[src/rtl/hazard_ctrl.sv]
// ---------------------------------------------------------------------------
// hazard_ctrl
//
// Pipeline hazard controller for a classic 5-stage in-order core with a
// multi-cycle mul/div unit. It resolves three hazard classes each cycle:
//   * branch/jump mispredict resolved in EX  -> flush IF/ID, bubble ID/EX
//   * load-use dependency (load in EX, consumer in ID) -> one-cycle stall
//   * HI/LO read (or new mul/div) while the mul/div unit is still busy
//     -> stall until the unit finishes
// All pipeline-control outputs are combinational. They settle within the
// high phase of Clk, so the falling-edge pipeline registers see them.
//
// Optional feature:
//   `define HAZARD_PERF_CNT_EN  -> saturating 16-bit perf counters
//                                  StallCycles / FlushCount are built.
//   Without the macro both counters are tied to zero.
//
// Parameters:
//   MD_LATENCY    mul/div occupancy in cycles (2..15); the unit reports busy
//                 for MD_LATENCY-1 cycles after the start cycle.
//
// Ports:
//   Clk             in   clock, state updates on rising edge
//   reset           in   asynchronous active-low reset
//   ID_rs, ID_rt    in   source registers of the instruction in ID
//   ID_UsesRs/Rt    in   ID instruction really reads rs / rt
//   ID_UsesHiLo     in   ID instruction reads HI/LO or is a mul/div
//   EX_MemRead      in   load instruction in EX
//   EX_rt           in   destination register of that load
//   EX_MulDivStart  in   mul/div instruction in EX this cycle
//   EX_Mispredict   in   control-flow instruction in EX was mispredicted
//   PC_Stall        out  hold PC
//   IF_ID_Stall     out  hold IF/ID
//   IF_ID_Flush     out  clear IF/ID
//   Bubble          out  clear all of ID/EX
//   D_Bubble        out  clear control fields of ID/EX, keep PC fields
//   MD_Busy         out  mul/div unit occupied
//   StallCycles     out  edges with PC_Stall=1 (saturating)
//   FlushCount      out  edges with Bubble=1 (saturating)
// ---------------------------------------------------------------------------
module hazard_ctrl #(
  parameter int MD_LATENCY = 4
) (
  input  logic        Clk,
  input  logic        reset,
  input  logic [4:0]  ID_rs,
  input  logic [4:0]  ID_rt,
  input  logic        ID_UsesRs,
  input  logic        ID_UsesRt,
  input  logic        ID_UsesHiLo,
  input  logic        EX_MemRead,
  input  logic [4:0]  EX_rt,
  input  logic        EX_MulDivStart,
  input  logic        EX_Mispredict,
  output logic        PC_Stall,
  output logic        IF_ID_Stall,
  output logic        IF_ID_Flush,
  output logic        Bubble,
  output logic        D_Bubble,
  output logic        MD_Busy,
  output logic [15:0] StallCycles,
  output logic [15:0] FlushCount
);

  typedef enum logic {
    RUN     = 1'b0,
    MD_BUSY = 1'b1
  } state_t;

  // Counter reload value: the start cycle itself is spent in RUN, so the
  // busy window covers the remaining MD_LATENCY-1 cycles.
  localparam logic [3:0] MD_RELOAD = 4'(MD_LATENCY - 1);

  state_t     state_q;
  state_t     state_d;
  logic [3:0] mdcnt_q;
  logic [3:0] mdcnt_d;

  logic       loaduse;
  logic       mdhaz;
  logic       rs_match;
  logic       rt_match;

  // -------------------------------------------------------------------------
  // FSM: state register
  // -------------------------------------------------------------------------
  always_ff @(posedge Clk or negedge reset) begin
    if (!reset) begin
      state_q <= RUN;
      mdcnt_q <= 4'd0;
    end else begin
      state_q <= state_d;
      mdcnt_q <= mdcnt_d;
    end
  end

  // -------------------------------------------------------------------------
  // FSM: next-state logic
  // A mispredict never touches this FSM: the mul/div is older than the
  // mispredicted branch and must be allowed to complete.
  // -------------------------------------------------------------------------
  always_comb begin
    state_d = state_q;
    mdcnt_d = mdcnt_q;
    unique case (state_q)
      RUN: begin
        if (EX_MulDivStart) begin
          state_d = MD_BUSY;
          mdcnt_d = MD_RELOAD;
        end
      end
      MD_BUSY: begin
        // New starts are ignored here. The <=1 test also recovers from an
        // unreachable zero count instead of wrapping to 15.
        if (mdcnt_q <= 4'd1) begin
          state_d = RUN;
          mdcnt_d = 4'd0;
        end else begin
          mdcnt_d = mdcnt_q - 4'd1;
        end
      end
      default: begin
        state_d = RUN;
        mdcnt_d = 4'd0;
      end
    endcase
  end

  // -------------------------------------------------------------------------
  // FSM: output logic and hazard resolution
  // -------------------------------------------------------------------------
  // r0 is hardwired zero, so a "load" to r0 never creates a dependency.
  assign rs_match = ID_UsesRs && (ID_rs == EX_rt);
  assign rt_match = ID_UsesRt && (ID_rt == EX_rt);
  assign loaduse  = EX_MemRead && (EX_rt != 5'd0) && (rs_match || rt_match);

  always_comb begin
    MD_Busy     = 1'b0;
    mdhaz       = 1'b0;
    PC_Stall    = 1'b0;
    IF_ID_Stall = 1'b0;
    IF_ID_Flush = 1'b0;
    Bubble      = 1'b0;
    D_Bubble    = 1'b0;
    // Gating with reset keeps every output quiet for the whole time reset is
    // held, even though loaduse is purely combinational.
    if (reset) begin
      MD_Busy = (state_q == MD_BUSY);
      mdhaz   = MD_Busy && ID_UsesHiLo;
      if (EX_Mispredict) begin
        // Wrong-path instructions in IF and ID are discarded; stalling them
        // would be pointless, so the flush wins over any stall request.
        Bubble      = 1'b1;
        IF_ID_Flush = 1'b1;
      end else if (loaduse || mdhaz) begin
        // Hold the front end and inject a nop into EX. PC fields of ID/EX
        // are kept so exception/PC bookkeeping stays intact.
        PC_Stall    = 1'b1;
        IF_ID_Stall = 1'b1;
        D_Bubble    = 1'b1;
      end
    end
  end

  // -------------------------------------------------------------------------
  // Performance counters
  // -------------------------------------------------------------------------
`ifdef HAZARD_PERF_CNT_EN
  logic [15:0] stall_cnt_q;
  logic [15:0] stall_cnt_d;
  logic [15:0] flush_cnt_q;
  logic [15:0] flush_cnt_d;

  always_comb begin
    stall_cnt_d = stall_cnt_q;
    flush_cnt_d = flush_cnt_q;
    if (PC_Stall && (stall_cnt_q != 16'hFFFF)) begin
      stall_cnt_d = stall_cnt_q + 16'd1;
    end
    if (Bubble && (flush_cnt_q != 16'hFFFF)) begin
      flush_cnt_d = flush_cnt_q + 16'd1;
    end
  end

  always_ff @(posedge Clk or negedge reset) begin
    if (!reset) begin
      stall_cnt_q <= 16'd0;
      flush_cnt_q <= 16'd0;
    end else begin
      stall_cnt_q <= stall_cnt_d;
      flush_cnt_q <= flush_cnt_d;
    end
  end

  assign StallCycles = stall_cnt_q;
  assign FlushCount  = flush_cnt_q;
`else
  assign StallCycles = 16'd0;
  assign FlushCount  = 16'd0;
`endif

endmodule

[config.mk]
export PLATFORM = sky130hd
export DESIGN_NAME = hazard_ctrl
export DESIGN_NICKNAME = d
export VERILOG_FILES = /design/src/rtl/hazard_ctrl.sv
export SDC_FILE = /design/constraint.sdc
export NUM_CORES = 1
export LEC_CHECK = 0
export CAP_MARGIN = 20
export CELL_PAD_IN_SITES_DETAIL_PLACEMENT = 0
export CELL_PAD_IN_SITES_GLOBAL_PLACEMENT = 1
export CORE_ASPECT_RATIO = 1.75
export CORE_MARGIN = 2
export CORE_UTILIZATION = 20
export CTS_BUF_LIST = sky130_fd_sc_hd__clkbuf_4
export CTS_CLUSTER_SIZE = 24
export DETAILED_ROUTE_END_ITERATION = 8
export GPL_TIMING_DRIVEN = 1
export PLACE_DENSITY = 0.85
export SETUP_SLACK_MARGIN = 0.02
export SYNTH_ARGS = -nofsm -noshare
export SYNTH_HDL_FRONTEND = slang
export SYNTH_SLANG_ARGS = --single-unit
[constraint.sdc]
create_clock -name Clk -period 1.94 [get_ports Clk]
set_input_delay 0.194 -clock Clk [delete_from_list [all_inputs] [get_ports Clk]]
set_output_delay 0.194 -clock Clk [all_outputs]
set_load 0.05 [all_outputs]
==> results of run 1 <==
-- cell type report --
cell class              instances  area (sq um)
fillers                       363          2270
multi-input cells              72           419
repair buffers                 31           377
flip-flops and latches          5           125
well taps                      45          56.3
clock buffers                   4          30.0
inverters                       3          11.3
-- cells in the final DEF (no fill, tap or decap) --
master	netlist	layout
conb_1	1	32
clkdlybuf4s50_1	0	12
xor2_1	8	8
nor2_1	6	6
dlymetal6s2s_1	0	6
buf_12	0	6
dfrtp_1	5	5
o21ai_0	4	4
clkbuf_4	0	4
dlygate4sd2_1	0	4
inv_1	3	3
nor3_1	2	2
and2_1	2	2
xnor2_1	2	2
o22ai_1	2	2
nand2b_1	2	2
ha_1	2	2
buf_4	35	2
a21oi_1	1	1
nor4_2	0	1
nor4_1	2	1
and3_1	1	1
a31oi_2	0	1
or4_4	0	1
o2111ai_2	0	1
nand4_1	1	1
o21ai_2	0	1
o31ai_2	1	1
buf_6	0	1
-- state kept, by name, indices dropped and copies added (netlist names) --
name	cells
state_q	1
mdcnt_q	4
-- per-stage QoR --
| stage | std cells | area, sq um | utilization, % | setup TNS (ns) | hold WS (ns) |
|---|---|---|---|---|---|
| 5_1_grt | 160 | 1020 | 30.9 | -0.0307 | 0.287 |
| 3_3_place_gp | 154 | 937 | 28.5 | -0.532 | 0.525 |
| 3_5_place_dp | 154 | 937 | 28.5 | -0.423 | 0.528 |
| 6_report | 160 | 1020 | 30.9 | 0 | 0.289 |
| 4_1_cts | 160 | 987 | 30.0 | 0 | 0.286 |
| 2_1_floorplan | 115 | 796 | - | 0 | -0.102 |
-- synthesized netlist by cell type --
cell type	number
nand4_1	1
o2111ai_1	1
ha_1	2
a21oi_1	1
nand2b_1	2
xor2_1	8
o31ai_2	1
o22ai_1	2
conb_1	1
o21ai_0	4
and3_1	1
inv_1	3
dfrtp_1	5
or4_1	1
nor2_1	6
buf_4	35
and2_1	2
o21ai_1	1
nor4_1	2
nor3_1	2
xnor2_1	2
a31oi_1	1
-- routing by layer --
metal | vias up | GRT usage, % | routed length [microns]
li1 | 272 | - | -
met1 | 255 | 5.37 | 418
met2 | 51 | 12.9 | 710
met3 | 2 | 2.44 | 262
met4 | 0 | 3.24 | 19
met5 | - | 0 | 0
-- power by group through the flow --
stage	registers [mW]	logic (mW)	clock network [mW]
floorplan	0.195	0.436	0
detailed placement	0.212	0.531	0
global placement	0.210	0.525	0
CTS	0.211	0.537	0.140
global route	0.219	0.595	0.148
finish	0.210	0.536	0.135
-- kinds of logic (layout without fill, tap and decap cells) --
| family | after synthesis | after routing | share of synthesized area [%] |
|---|---|---|---|
| flip-flops | 5 | 5 | 18.5 |
| AND/OR/NAND/NOR | 17 | 17 | 13.3 |
| buffers and inverters | 38 | 38 | 40.6 |
| other | 1 | 32 | 0.555 |
| AO/OA/AOI/OAI | 11 | 11 | 10.4 |
| adder cells (fa/ha/maj) | 2 | 2 | 3.70 |
| XOR/XNOR | 10 | 10 | 13.0 |
-- what timing repair did --
item | in CTS | in global routing
buffers inserted | 2 | 0
setup endpoints to repair | 3 | 3
pin swaps | 1 | 5
resized for setup | 6 | 9
-- path summary, 6_finish.rpt --
kind | to | depth (start not counted)
max in group asynchronous | mdcnt_q[3] | 2
min in group Clk | mdcnt_q[3] | 1
worst max register to register | mdcnt_q[3] | 7
worst min-delay path | mdcnt_q[2] | 2
worst min register to register | mdcnt_q[3] | 1
worst max-delay path | D_Bubble | 8
-- worst max-delay path: stages --
cell,delay (ns)
clkdlybuf4s50_1,0.42
xor2_1,0.15
nor4_1,0.15
and3_1,0.20
a31oi_2,0.05
o21ai_2,0.19
buf_4,0.14
buf_12,0.12
==> flow_summary.ini, run 1 <==
[cts]
clk_path_buf_depth = 2
cts_sinks = 5
ctsHoldBuffers = 0
cts_tree = yes
clk_latency_ns = 0.24
cts_root_buf = clkbuf_4
cts_max_level = 1
path_clk_slew_ns = 0.04
cts_buffers = 3

[critical_path]
worst-r2r-setup-slack_ns = 0.37
cp-startpoint = ID_rt[0]
timing.rr.start = mdcnt_q[0]
crit_arrival_ns = 1.61
critical_path_class = in2out
cp.required_ns = 1.75
crit_fanout = 2
cp-start-kind = input port
endpoint_kind = output port

[synth]
yosys_register_bits = 5
synth_cell_type_count = 22
yosysWarnings = 0
yosys-top-cells-area = buf_4, dfrtp_1, xor2_1, ha_1, nor2_1
syn_inst = 84
synth_top_cell_area_share_pct = 38.9
yosys.area.top_type = buf_4
yosysSeqAreaShare_pct = 18.5
synth.avg_cell_area_sq_um = 8.04
syn_area_sq_um = 676

[floorplan]
initial_utilization_pct = 20.5
core_area_sq_um = 3290
rows = 28
pin_count = 61
dieWidth_microns = 47.9
design.die.area_sq_um = 3880
die_y_microns = 80.9

[global_route]
grt-ovfl-total = 0
track_usage_pct = 6.74
grt_max_degree = 9
antenna_found_initial = 0
grt_pass1_vias = 496
grt_pass1_wl_microns = 1880

[timing]
min_period_ns = 1.81
worst_slack_ns = 0.134
setup_viol_count_final = 0
fmax_mhz = 554
clock_skew_ns = 0.000695
finalMaxSlewViolations = 0
fin_crit_sh_pct = 93.1
hold_viol_final = 0

[placement]
finalWeightedCongestion = 0.720
place_ws_ns = -0.142
port_buffers = 28
dp_hpwl_microns = 1120

[route]
drt_drc_violations_left = 0
avgRoutedWirePerCell_microns = 8.82
via_count = 580
first_pass_iters = 2
viasPerCell = 3.63
drt_iter0_drc = 3
routed_wl_microns = 1410
ant_nets = 0

[pwr]
power.switching_mw = 0.437
leakage_nw = 0.517
seqPwrFrac_pct = 23.8
powerDensity_nw_per_um2 = 865
power_mw = 0.881
p_comb_share_pct = 60.9
p_clk_share_pct = 15.3
p_int_mw = 0.444
ir_worst_vdd_v = 0.000377
sw_frac_of_total_pct = 49.6

[cells_and_area]
fin_nets = 141
drive_gt1_share_pct = 16.5
areaGrowthSynthToFinish_pct = 50.7
n_antenna_cell = 0

[outcome]
status = finished, final reports clean

[worst_hold_path]
hold_path_class = in2async

[run]
drv_cap = 0
Note: power is estimated with default switching activity, not from simulation.
==> inputs of run 2 (changes only) <==
--- a/config.mk
+++ b/config.mk
@@ -17,6 +17,7 @@
 export GPL_TIMING_DRIVEN = 1
 export PLACE_DENSITY = 0.85
 export SETUP_SLACK_MARGIN = 0.02
+export SLEW_MARGIN = 20
 export SYNTH_ARGS = -nofsm -noshare
 export SYNTH_HDL_FRONTEND = slang
 export SYNTH_SLANG_ARGS = --single-unit
==> results of run 2 <==
The final DEF is identical to that of run 1; final timing and power are the same.
